<file path="src/rtl/div_pkg.sv">
// Shared types and constants for the sequential divider.
// Imported by div_step and seq_div.
package div_pkg;

  typedef enum logic {
    ST_IDLE = 1'b0,
    ST_BUSY = 1'b1
  } div_state_e;

  localparam int DIV_WIDTH_DEFAULT = 4;

  function automatic int div_cnt_w(input int width);
    return $clog2(width + 1);
  endfunction

endpackage

</file>
<file path="src/rtl/div_step.sv">
// One restoring-division step: shift in a dividend bit,
// then conditionally subtract the divisor.
module div_step
  import div_pkg::*;
#(
  parameter int WIDTH = DIV_WIDTH_DEFAULT
) (
  input  logic [WIDTH-1:0] i_rem,
  input  logic             i_bit,
  input  logic [WIDTH-1:0] i_div,
  output logic [WIDTH-1:0] o_rem,
  output logic             o_qbit
);

  logic [WIDTH:0] w_shift;
  logic [WIDTH:0] w_dvs;
  logic [WIDTH:0] w_diff;
  logic           w_ge;

  assign w_shift = {i_rem, i_bit};
  assign w_dvs   = {1'b0, i_div};
  assign w_diff  = w_shift - w_dvs;
  assign w_ge    = (w_shift >= w_dvs);

  // A restored remainder is always below the divisor, so its top bit is 0.
  assign o_rem  = WIDTH'(w_ge ? w_diff : w_shift);
  assign o_qbit = w_ge;

endmodule

</file>
<file path="src/rtl/seq_div.sv">
// Sequential unsigned restoring divider, one quotient bit per clock,
// with a start/ready handshake and registered results.
module seq_div
  import div_pkg::*;
#(
  parameter int WIDTH = DIV_WIDTH_DEFAULT
) (
  input  logic             clk,
  input  logic             rst_n,
  input  logic [WIDTH-1:0] a,
  input  logic [WIDTH-1:0] b,
  input  logic             start,
  output logic [WIDTH-1:0] quot,
  output logic [WIDTH-1:0] rem,
  output logic             ready
);

  localparam int CW = div_cnt_w(WIDTH);
  localparam logic [CW-1:0] CNT_INIT = CW'(WIDTH);
  localparam logic [CW-1:0] CNT_ONE  = CW'(1);

  div_state_e       r_state;
  logic [WIDTH-1:0] r_d;
  logic [WIDTH-1:0] r_b;
  logic [WIDTH-1:0] r_r;
  logic [CW-1:0]    r_cnt;

  logic [WIDTH-1:0] w_rem;
  logic             w_qbit;
  logic [WIDTH-1:0] w_d_next;

  div_step #(
    .WIDTH (WIDTH)
  ) u_step (
    .i_rem  (r_r),
    .i_bit  (r_d[WIDTH-1]),
    .i_div  (r_b),
    .o_rem  (w_rem),
    .o_qbit (w_qbit)
  );

  // Quotient bits fill the dividend register from the LSB as it drains.
  assign w_d_next = {r_d[WIDTH-2:0], w_qbit};

  always_ff @(posedge clk) begin
    if (!rst_n) begin
      r_state <= ST_IDLE;
      r_d     <= '0;
      r_b     <= '0;
      r_r     <= '0;
      r_cnt   <= '0;
      quot    <= '0;
      rem     <= '0;
      ready   <= 1'b1;
    end else begin
      unique case (r_state)
        ST_IDLE: begin
          if (start) begin
            r_d     <= a;
            r_b     <= b;
            r_r     <= '0;
            r_cnt   <= CNT_INIT;
            r_state <= ST_BUSY;
            ready   <= 1'b0;
          end
        end
        ST_BUSY: begin
          r_d   <= w_d_next;
          r_r   <= w_rem;
          r_cnt <= r_cnt - CNT_ONE;
          if (r_cnt == CNT_ONE) begin
            quot    <= w_d_next;
            rem     <= w_rem;
            r_state <= ST_IDLE;
            ready   <= 1'b1;
          end
        end
        default: r_state <= ST_IDLE;
      endcase
    end
  end

endmodule

</file>
<file path="config.mk">
export PLATFORM = sky130hd
export DESIGN_NAME = seq_div
export DESIGN_NICKNAME = d
export VERILOG_FILES = /design/src/rtl/div_pkg.sv /design/src/rtl/div_step.sv /design/src/rtl/seq_div.sv
export SDC_FILE = /design/constraint.sdc
export NUM_CORES = 1
export LEC_CHECK = 0
export CAP_MARGIN = 25
export CELL_PAD_IN_SITES_DETAIL_PLACEMENT = 2
export CELL_PAD_IN_SITES_GLOBAL_PLACEMENT = 2
export CORE_MARGIN = 2
export CORE_UTILIZATION = 34
export DETAILED_ROUTE_END_ITERATION = 8
export PLACE_DENSITY_LB_ADDON = 0.1
export SLEW_MARGIN = 20
export SYNTH_ARGS = -nofsm -noshare
export SYNTH_HDL_FRONTEND = slang
export SYNTH_SLANG_ARGS = --single-unit
</file>
<file path="constraint.sdc">
create_clock -name clk -period 2.5 [get_ports clk]
set_input_delay 0.75 -clock clk [delete_from_list [all_inputs] [get_ports clk]]
set_output_delay 0.75 -clock clk [all_outputs]
set_load 0.05 [all_outputs]
</file>
Word-level counts from Yosys, hierarchy flattened
Index checks and enable logic that the tools add are counted.

cells by class
  equal/unequal tests = 3
  bitwise operators = 1
  multiplexer cells = 13
  order comparisons = 1
  add/subtract/negate cells = 2
  reductions and logical operators = 3

operators with widths
  cell                   count
  $pmux W4 S2            2
  $mux W4                3
  $pmux W3 S2            1
  $reduce_and A2 Y1      3
  $ge A5 B4 Y1           1
  $mux W1                4
  $pmux W1 S2            2
  $sub A4 B4 Y4          1
  $eq A3 B1 Y1 const B   1
  $mux W3                1
  $sub A3 B1 Y3 const B  1
  $ne A2 B1 Y1 const B   1
  $ne A2 B2 Y1 const B   1
  $not A1 Y1             1

word-level totals
  input bits = 11
  flip-flop bits (word level) = 25
  output and inout port bits = 9

Depth between registers and ports, before layout
Gate-level depths: netlist of the first run.

  depth in word-level cells = 3
  depth in mapped cells = 7
  depth with buffers taken out = 7

Cells and area by module
A second synthesis of the first run with hierarchy kept.

second synthesis, totals
  cells, all modules = 136
  area, all modules = 1,266.2 um2

modules (own cells, without submodules)
  module    area each (um2)  instances  cells each
  seq_div   1,042.2          1          108
  div_step  224.0            1          28

Least setup slack after synthesis of the first run
No wires, ideal clock.

  path kind = register -> register
  start = register r_b[2]
  end = register r_r[2]
  cell stages (with the launch flop) = 7
  data arrival time = 1,484 ps
  path buffers = 0
  data required time = 2,375 ps
  slack = 891 ps
  setup time = 125 ps
  cell sequence = dfxtp_1 > inv_1 > ha_1 > or2_4 > a211o_4 > a21oi_4 > o31ai_1

between the ends
  word-level cells in the longest chain between the ends = 3
  elaborated cells between the ends (all ways) = 4
  those cells by class = add/sub (1); order compare (1); mux (2)

RTL lines
  item                                                  RTL line                        text
  start, declared                                       seq_div.sv:24                   logic [WIDTH-1:0] r_b;
  start signal, assigned                                seq_div.sv:49                   r_b <= '0;
  start signal, assigned                                seq_div.sv:60                   r_b <= b;
  $sub A4 B4 Y4 / $ge A5 B4 Y1 (equally long branches)  div_step.sv:22, div_step.sv:23
  $mux W4 (*)                                           div_step.sv:26                  assign o_rem = WIDTH'(w_ge ? w_diff : w_shift);
  $pmux W4 S2 (*)                                       seq_div.sv:56                   unique case (r_state)
  end signal, assigned                                  seq_div.sv:69                   r_r <= w_rem;
  end, declared                                         seq_div.sv:25                   logic [WIDTH-1:0] r_r;

Every way passes the cells marked *; elsewhere a longest branch is shown, timed or not.
A chain may end at the register's enable or synchronous reset.

Final worst setup path of the first run
  start = register rem[1]
  end = output rem[1]

RTL lines
  item                    RTL line       text
  start, declared         seq_div.sv:14  output logic [WIDTH-1:0] rem,
  start signal, assigned  seq_div.sv:73  rem <= w_rem;

No word-level cell between the ends.

==> results of run 1 <==
[metal layers]
metal | up-vias | share of wire [%] | global-route usage [%]
met5 | - | 0 | 0
met2 | 16 | 49 | 30.60
li1 | 522 | - | -
met1 | 522 | 47 | 22.56
met4 | 0 | 2.8 | 9.043
met3 | 7 | 2.1 | 2.257
[stage by stage]
stage / hold WS [ns] / instances / utilization (%)
after floorplan: 0.4463 / 140 / -
after detailed placement: 0.4498 / 200 / 43.19
final: 0.4714 / 204 / 44.07
after global placement: 0.4388 / 200 / 43.19
after global routing: 0.5080 / 204 / 44.07
after CTS: 0.4754 / 204 / 44.07
[cells by family (layout without fill, tap and decap cells)]
logic type      after synthesis  after routing  share of synthesized area (%)
compound gates               35             35                          21.81
xor+xnor                      1              1                         0.7036
fa+ha+maj                     7              7                          7.638
buf+inv                      18             36                          5.930
flops                        25             25                          40.20
mux                           5              5                          4.020
simple gates                 49             49                          19.70
[final cells by class]
cell class / count / area, µm²
Clock buffer: 3 / 22.52
Clock inverter: 1 / 7.507
Fill cell: 390 / 1911
Inverter: 11 / 41.29
Multi-Input combinational cell: 97 / 670.6
Sequential cell: 25 / 500.5
Tap cell: 46 / 57.56
Timing Repair Buffer: 21 / 205.2
[cells in the mapped netlist (2+ instances only)]
library cell  number
nand2_1           10
o31ai_1            3
o21ai_1            3
and3_1             2
a22o_1             3
ha_1               6
a211oi_1           2
inv_1             10
dfxtp_1           25
nor2b_1            6
nand3_1            4
a21oi_1            8
mux2i_1            5
buf_2              5
o211ai_1           3
nor2_1            18
a21oi_2            2
clkbuf_1           2
[power groups by stage]
| stage | registers (mW) | logic, mW | clock network, mW |
|---|---|---|---|
| 6_report | 0.454 | 0.272 | 0.202 |
| 5_1_grt | 0.459 | 0.300 | 0.236 |
| 4_1_cts | 0.454 | 0.276 | 0.217 |
| 3_5_place_dp | 0.463 | 0.271 | 0 |
| 3_3_place_gp | 0.461 | 0.263 | 0 |
| 2_1_floorplan | 0.461 | 0.193 | 0 |
[final timing paths]
kind	start	end	slack (ns)	cells after the start
max	rem[1]	rem[1]	0.22	1
min	rem[3]	rem[3]	0.47	2
max reg2reg	r_r[1]	rem[0]	0.70	5
min reg2reg	rem[3]	rem[3]	0.47	2
[registers in the layout, indices dropped and copies added, names as in the netlist]
signal / flops
quot: 4
r_r: 4
r_d: 4
r_b: 4
r_cnt: 3
rem: 4
r_state: 1
ready: 1
==> metrics.md, run 1 <==
| Metric | Value |
|---|---|
| H-tree Lvls | `1` |
| Area grow syn2layout | `20.90%` |
| Max-slew headroom | `58.11%` |
| Vias in the first global route | `1128` |
| Leakage | `0.5798 nW` |
| Slew Limit Fails | `0` |
| Unique cell type count in the Yosys netlist | `41` |
| Worst-path fanout max | `2` |
| Synth area leader | `dfxtp_1` |
| Total Routed Length | `3255 µm` |
| Mapped cell area | `1245 µm²` |
| Arrival time worst endpoint | `1.53 ns` |
| Slowest stage delay, CP | `0.81 ns` |
| Core area | `3416 µm²` |
| Port bufs | `19` |
| ANT cells | `0` |
| CP required | `1.75 ns` |
| Async SR Flop Fraction | `0%` |
| Sw frac | `35.16%` |
| Vias post-DR | `1067` |
| Clk root buf | `clkbuf_4` |
| Worst-path clk slew | `0.15 ns` |
| Commonest cells after routing, fill and taps aside | `dfxtp_1, clkdlybuf4s50_1, nor2_1` |
| Finished Cell Area | `1505 µm²` |
| DRT Pass-1 Iters | `4` |
| Slowest CP cell | `clkdlybuf4s50_1` |
| Setup ws final | `0.2197 ns` |
| Initial antenna violation count | `0` |
| CP Class | `flip-flop to output pin` |
| DRC violation count after routing | `0` |
| Avg Vias per Cell | `5.230` |
| Final min period | `2.280 ns` |
| Crit share post-route | `91.21%` |
| Power per standard cell area | `616.4 nW/µm²` |
| Fin Setup TNS | `0 ns` |
| Worst VDD drop | `0.1815 mV` |
| Post-cts resize count | `0` |
| Number of flops mapped to enable cells by yosys | `0` |
| Die Ht | `64.51 µm` |
| Drt initial violations | `18` |
| Setup repair bufs after CTS | `0` |
| Synth warnings | `0` |
| PnR Total Power | `0.9278 mW` |
| Cells after synthesis | `140` |
| Max Cap Violations | `0` |
| Sequential-to-total area share from yosys stat | `40.20%` |
| Status | `complete, no violations` |
| Post-CTS Hold Buffers | `0` |
| I/O pins | `20` |
| Clk pwr share | `21.8%` |
| Final nets | `177` |
| DP Area | `1475 µm²` |
| Top_reg_cell synth | `dfxtp_1` |
| CP Cell Sequence | `clkdlybuf4s50_1` |
| Clk_lat worst skew | `0.35 ns` |
| Top delay family on crit path | `buffers and inverters` |
| Share of cells above drive strength 1 | `10.76%` |
| Remaining Overflow, GRT | `0` |
| WL per Instance | `15.96 µm` |
| Largest net degree at the start of global routing | `21` |
| Crit. End Element | `output pin` |
| Setup Viol. Count Final | `0` |
| Synth top area share | `40.20%` |
| Post-DP HPWL | `2551 µm` |
| First-pass GRT wire length | `5754 µm` |
| Syn Nets | `158` |
| DIE WIDTH | `64.51 µm` |
| Final Skew | `0.003338 ns` |
| Critical path buffers and inverters | `1` |
| FP Rows | `21` |
| GPL Wtd Cong | `0.8039` |
| Synthesized flop and latch total | `25` |
| TritonCTS clock tree | `done` |
| Internal Power | `0.6016 mW` |
| Total track usage | `18.07%` |
| CTS Sinks | `25` |
| RSZ-0062 raised after global routing | `no` |
| Combinational Power Share | `29.3%` |
| CTS Buf Count | `3` |
| Final ANT Viol Nets | `0` |
| Seq pwr share | `48.9%` |
| NetSw | `0.3263 mW` |
| Synth area leaders | `dfxtp_1, ha_1, nor2_1` |
| Final hold vios | `0` |
| Fmax | `438.5 MHz` |
| Setup WS pre-CTS | `0.3222 ns` |
| Worst Tran Pin Value | `0.6275 ns` |
| Initial Util | `36.45%` |
| Critical path launch point type | `flip-flop` |
| Hold crit path type | `flip-flop to flip-flop` |
| Leading cell type in the layout, fill and taps excluded | `dfxtp_1` |
| Worst-case clock buffer depth | `2` |
| Die area | `4162 µm²` |
| Avg Cell Area, Syn | `8.892 µm²` |
Power figures use the tool's default switching activity.
==> run 2, diff against run 1 <==
CELL_PAD_IN_SITES_DETAIL_PLACEMENT = 1   (was 2)
==> run 2 against run 1 <==
Effect of this change:
- register-to-register slack improved by 0.04 ns
- critical path depth stayed put
- first-iteration DRC count is 44% higher
- clock-buffer cell count stayed put
- critical path type unchanged
==> metrics.md, run 2 (synthesis gave the netlist of run 1 again) <==
| Metric | Value |
|---|---|
| I/O pins | `20` |
| RSZ-0062 raised after global routing | `no` |
| DP Area | `1475 µm²` |
| Commonest cells after routing, fill and taps aside | `dfxtp_1, clkdlybuf4s50_1, nor2_1` |
| Final nets | `177` |
| Final ANT Viol Nets | `0` |
| Hold crit path type | `flip-flop to flip-flop` |
| Final Skew | `0.01159 ns` |
| Fin Setup TNS | `0 ns` |
| CTS Buf Count | `3` |
| PnR Total Power | `0.9091 mW` |
| Initial antenna violation count | `0` |
| Clk root buf | `clkbuf_4` |
| Top delay family on crit path | `buffers and inverters` |
| Critical path buffers and inverters | `1` |
| Worst-path fanout max | `2` |
| Largest net degree at the start of global routing | `21` |
| WL per Instance | `14.38 µm` |
| Worst r2r src | `r_r[1]` |
| R2r endpoint | `r_r[2]` |
| Routing usage on met1 | `19.85%` |
| Core area | `3416 µm²` |
| Vias in the first global route | `1058` |
| Max-slew headroom | `57.58%` |
| Max Cap Violations | `0` |
| Worst Hold Depth | `2` |
| Crit share post-route | `90.15%` |
| Reg2Reg Depth | `5` |
| Initial Util | `36.45%` |
| Setup repair bufs after CTS | `0` |
| Post-CTS Hold Buffers | `0` |
| Fmax | `443.7 MHz` |
| DIE WIDTH | `64.51 µm` |
| Hold_ws | `0.4607 ns` |
| Crit. End Element | `output pin` |
| Clk_lat worst skew | `0.33 ns` |
| Finished Cell Area | `1505 µm²` |
| Setup Viol. Count Final | `0` |
| Total track usage | `15.83%` |
| Met2 Usage GRT | `27.73%` |
| Status | `complete, no violations` |
| Total Routed Length | `2933 µm` |
| Worst VDD drop | `0.2719 mV` |
| Leading cell type in the layout, fill and taps excluded | `dfxtp_1` |
| Die Ht | `64.51 µm` |
| Arrival time worst endpoint | `1.50 ns` |
| Vias post-DR | `1020` |
| DRC violation count after routing | `0` |
| ANT cells | `0` |
| CP Cell Sequence | `clkdlybuf4s50_1` |
| Worst Tran Pin Value | `0.6354 ns` |
| Drt initial violations | `26` |
| Final min period | `2.254 ns` |
| CP Class | `flip-flop to output pin` |
| Reg2reg setup slack | `0.74 ns` |
| Final hold vios | `0` |
| Power per standard cell area | `604.0 nW/µm²` |
| Slew Limit Fails | `0` |
| Met3 GRT Util | `3.646%` |
| Post-DP HPWL | `2312 µm` |
| Area grow syn2layout | `20.90%` |
| Port bufs | `19` |
| Post-cts resize count | `0` |
| Endpoint, Worst Hold | `rem[3]` |
| Share of cells above drive strength 1 | `10.76%` |
| Die area | `4162 µm²` |
| TritonCTS clock tree | `done` |
| Worst-path clk slew | `0.15 ns` |
| Worst-case clock buffer depth | `2` |
| First-pass GRT wire length | `5168 µm` |
| GPL Wtd Cong | `0.8039` |
| CTS Sinks | `25` |
| Avg Vias per Cell | `5.000` |
| Slowest stage delay, CP | `0.81 ns` |
| DRT Pass-1 Iters | `3` |
| H-tree Lvls | `1` |
| Leakage | `0.5798 nW` |
| FP Rows | `21` |
| Remaining Overflow, GRT | `0` |
| CP required | `1.75 ns` |
| Slowest CP cell | `clkdlybuf4s50_1` |
| Critical path launch point type | `flip-flop` |
| HP Start | `rem[3]` |
| GR peak layer | `met2` |
run 2: stage by stage:
step                instances  util, %  worst slack (ns)
floorplan                 140        -            0.8915
global placement          200    43.19            0.3758
detailed placement        200    43.19            0.3244
CTS                       204    44.07            0.2097
global route              204    44.07            0.1690
finish                    204    44.07            0.2464
run 2: worst max-delay path by stage:
stage	startpoint	endpoint	cells past startpoint
6_report	rem[1]	rem[1]	1
5_1_grt	rem[2]	rem[2]	1
4_1_cts	rem[1]	rem[1]	1
3_5_place_dp	start	r_b[0]	5
3_3_place_gp	rst_n	rem[2]	5
2_1_floorplan	r_b[2]	r_r[2]	6
run 2: layer usage:
metal	part of all wire [%]	wire length (µm)
met5	0	0
met1	47	1383
met4	0.72	21
met3	3.4	100
met2	49	1427
run 2: final cells by class:
type	instances	area [µm²]
fillers	404	1911
clock inverters	1	7.507
multi-input cells	97	670.6
inverters	11	41.29
repair buffers	21	205.2
well taps	46	57.56
clock buffers	3	22.52
flip-flops and latches	25	500.5
run 2: report_power, final:
group	leakage [nW]	internal, mW	switching, mW
logic	0.361	0.115	0.152
registers	0.204	0.424	0.0297
clock network	0.0139	0.0612	0.127
==> run 3, diff against run 2 <==
CORE_UTILIZATION = 31   (was 34)
clock period = 2.25 ns   (was 2.5 ns; I/O delays follow)
==> run 3 against run 2 <==
Effect of this change:
- wire length down 1.1%
- via count is the same
- non-clock buffer count up 1
- clock power grew 39%
- sequential power up 11%
- first-iteration DRC count grew 31%
- flip-flop and latch count unchanged
- critical path type unchanged
==> metrics.md, run 3 (synthesis gave the netlist of run 1 again) <==
| Metric | Value |
|---|---|
| Die area | `4539 µm²` |
| Status | `complete, no violations` |
| Final hold vios | `0` |
| CTS Sinks | `25` |
| TritonCTS clock tree | `done` |
| Slowest CP cell | `clkdlybuf4s50_1` |
| Initial Util | `31.58%` |
| Fin util | `38.88%` |
| Area grow syn2layout | `23.12%` |
| Worst Tran Pin Value | `0.6488 ns` |
| Total track usage | `13.69%` |
| Hold crit path type | `flip-flop to flip-flop` |
| Critical path launch point type | `flip-flop` |
| Vias post-DR | `1020` |
| Final min period | `2.097 ns` |
| CP required | `1.57 ns` |
| I/O pins | `20` |
| Worst-path clk slew | `0.09 ns` |
| Remaining Overflow, GRT | `0` |
| DRT Pass-1 Iters | `4` |
| RSZ-0062 raised after global routing | `no` |
| Worst-path fanout max | `2` |
| Leakage | `0.5935 nW` |
| Critical path buffers and inverters | `1` |
| Crit share post-route | `93.18%` |
| First-pass GRT wire length | `4761 µm` |
| Die Ht | `67.37 µm` |
| Max-slew headroom | `56.69%` |
| Commonest cells after routing, fill and taps aside | `dfxtp_1, clkdlybuf4s50_1, nor2_1` |
| Post-DP HPWL | `2303 µm` |
| Drt initial violations | `34` |
| Post-CTS Hold Buffers | `0` |
| ANT cells | `0` |
| Crit. End Element | `output pin` |
| Max Cap Violations | `0` |
| Worst-case clock buffer depth | `2` |
| Clk root buf | `clkbuf_8` |
| Fin Setup TNS | `0 ns` |
| WL per Instance | `13.88 µm` |
| DRC violation count after routing | `0` |
| Port bufs | `19` |
| Slew Limit Fails | `0` |
| Setup Viol. Count Final | `0` |
| GPL Wtd Cong | `0.7515` |
| PnR Total Power | `1.065 mW` |
| Setup WS pre-CTS | `0.1641 ns` |
| Setup repair bufs after CTS | `0` |
| FP Rows | `23` |
| Slowest stage delay, CP | `0.81 ns` |
| Worst VDD drop | `0.2063 mV` |
| Final nets | `178` |
| Avg Vias per Cell | `4.880` |
| CTS Buf Count | `3` |
| Leading cell type in the layout, fill and taps excluded | `dfxtp_1` |
| Total Routed Length | `2901 µm` |
| CP Cell Sequence | `clkdlybuf4s50_1` |
| Vias in the first global route | `991` |
| Arrival time worst endpoint | `1.42 ns` |
| DIE WIDTH | `67.37 µm` |
| Share of cells above drive strength 1 | `10.69%` |
| Power per standard cell area | `695.1 nW/µm²` |
| Setup ws final | `0.1534 ns` |
| Fmax | `477.0 MHz` |
| Core area | `3943 µm²` |
| Final Skew | `0.004834 ns` |
| H-tree Lvls | `1` |
| Final ANT Viol Nets | `0` |
| Largest net degree at the start of global routing | `21` |
| Clk_lat worst skew | `0.26 ns` |
| CP Class | `flip-flop to output pin` |
| Initial antenna violation count | `0` |
| Top delay family on crit path | `buffers and inverters` |
| Post-cts resize count | `0` |
==> run 3: changes by cell type in the layout (fill, tap and decap cells not counted), sizes merged <==
cell / previous run / this run
buf: 2 / 3
clkbuf: 3 / 4
clkinvlp: 1 / 0
==> run 3: worst paths after layout <==
path                             start      to  slack (ns)  cells after the start
worst max-delay path             ready   ready        0.15                      1
worst min-delay path            rem[3]  rem[3]        0.46                      2
worst max register to register  r_d[3]  r_r[2]        0.46                      7
worst min register to register  rem[3]  rem[3]        0.46                      2
==> run 3: power by group <==
part           leakage [nW]  internal (mW)  switching (mW)
Combinational         0.366          0.130           0.173
Sequential            0.204          0.471          0.0311
Clock                0.0228          0.126           0.135
Total                 0.593          0.726           0.339
==> run 3: layout make-up <==
cell class,instances,area (µm²)
clock buffer,4,45.04
fill,457,2410
inverter,11,41.29
multi-input combinational,97,670.6
sequential,25,500.5
tap,50,62.56
timing repair buffer,22,212.7
==> run 3: layer usage <==
layer  track usage (%)  wire [µm]
met4             3.061         16
met3             2.000         78
met2             23.14       1367
met1             18.42       1439
met5                 0          0
==> run 3: per-stage QoR <==
stage               instance area [µm²]  hold slack [ns]  instances
floorplan                          1245           0.4463        140
detailed placement                 1488           0.4574        205
global route                       1533           0.4910        209
CTS                                1533           0.4728        209
finish                             1533           0.4621        209
global placement                   1488           0.4386        205
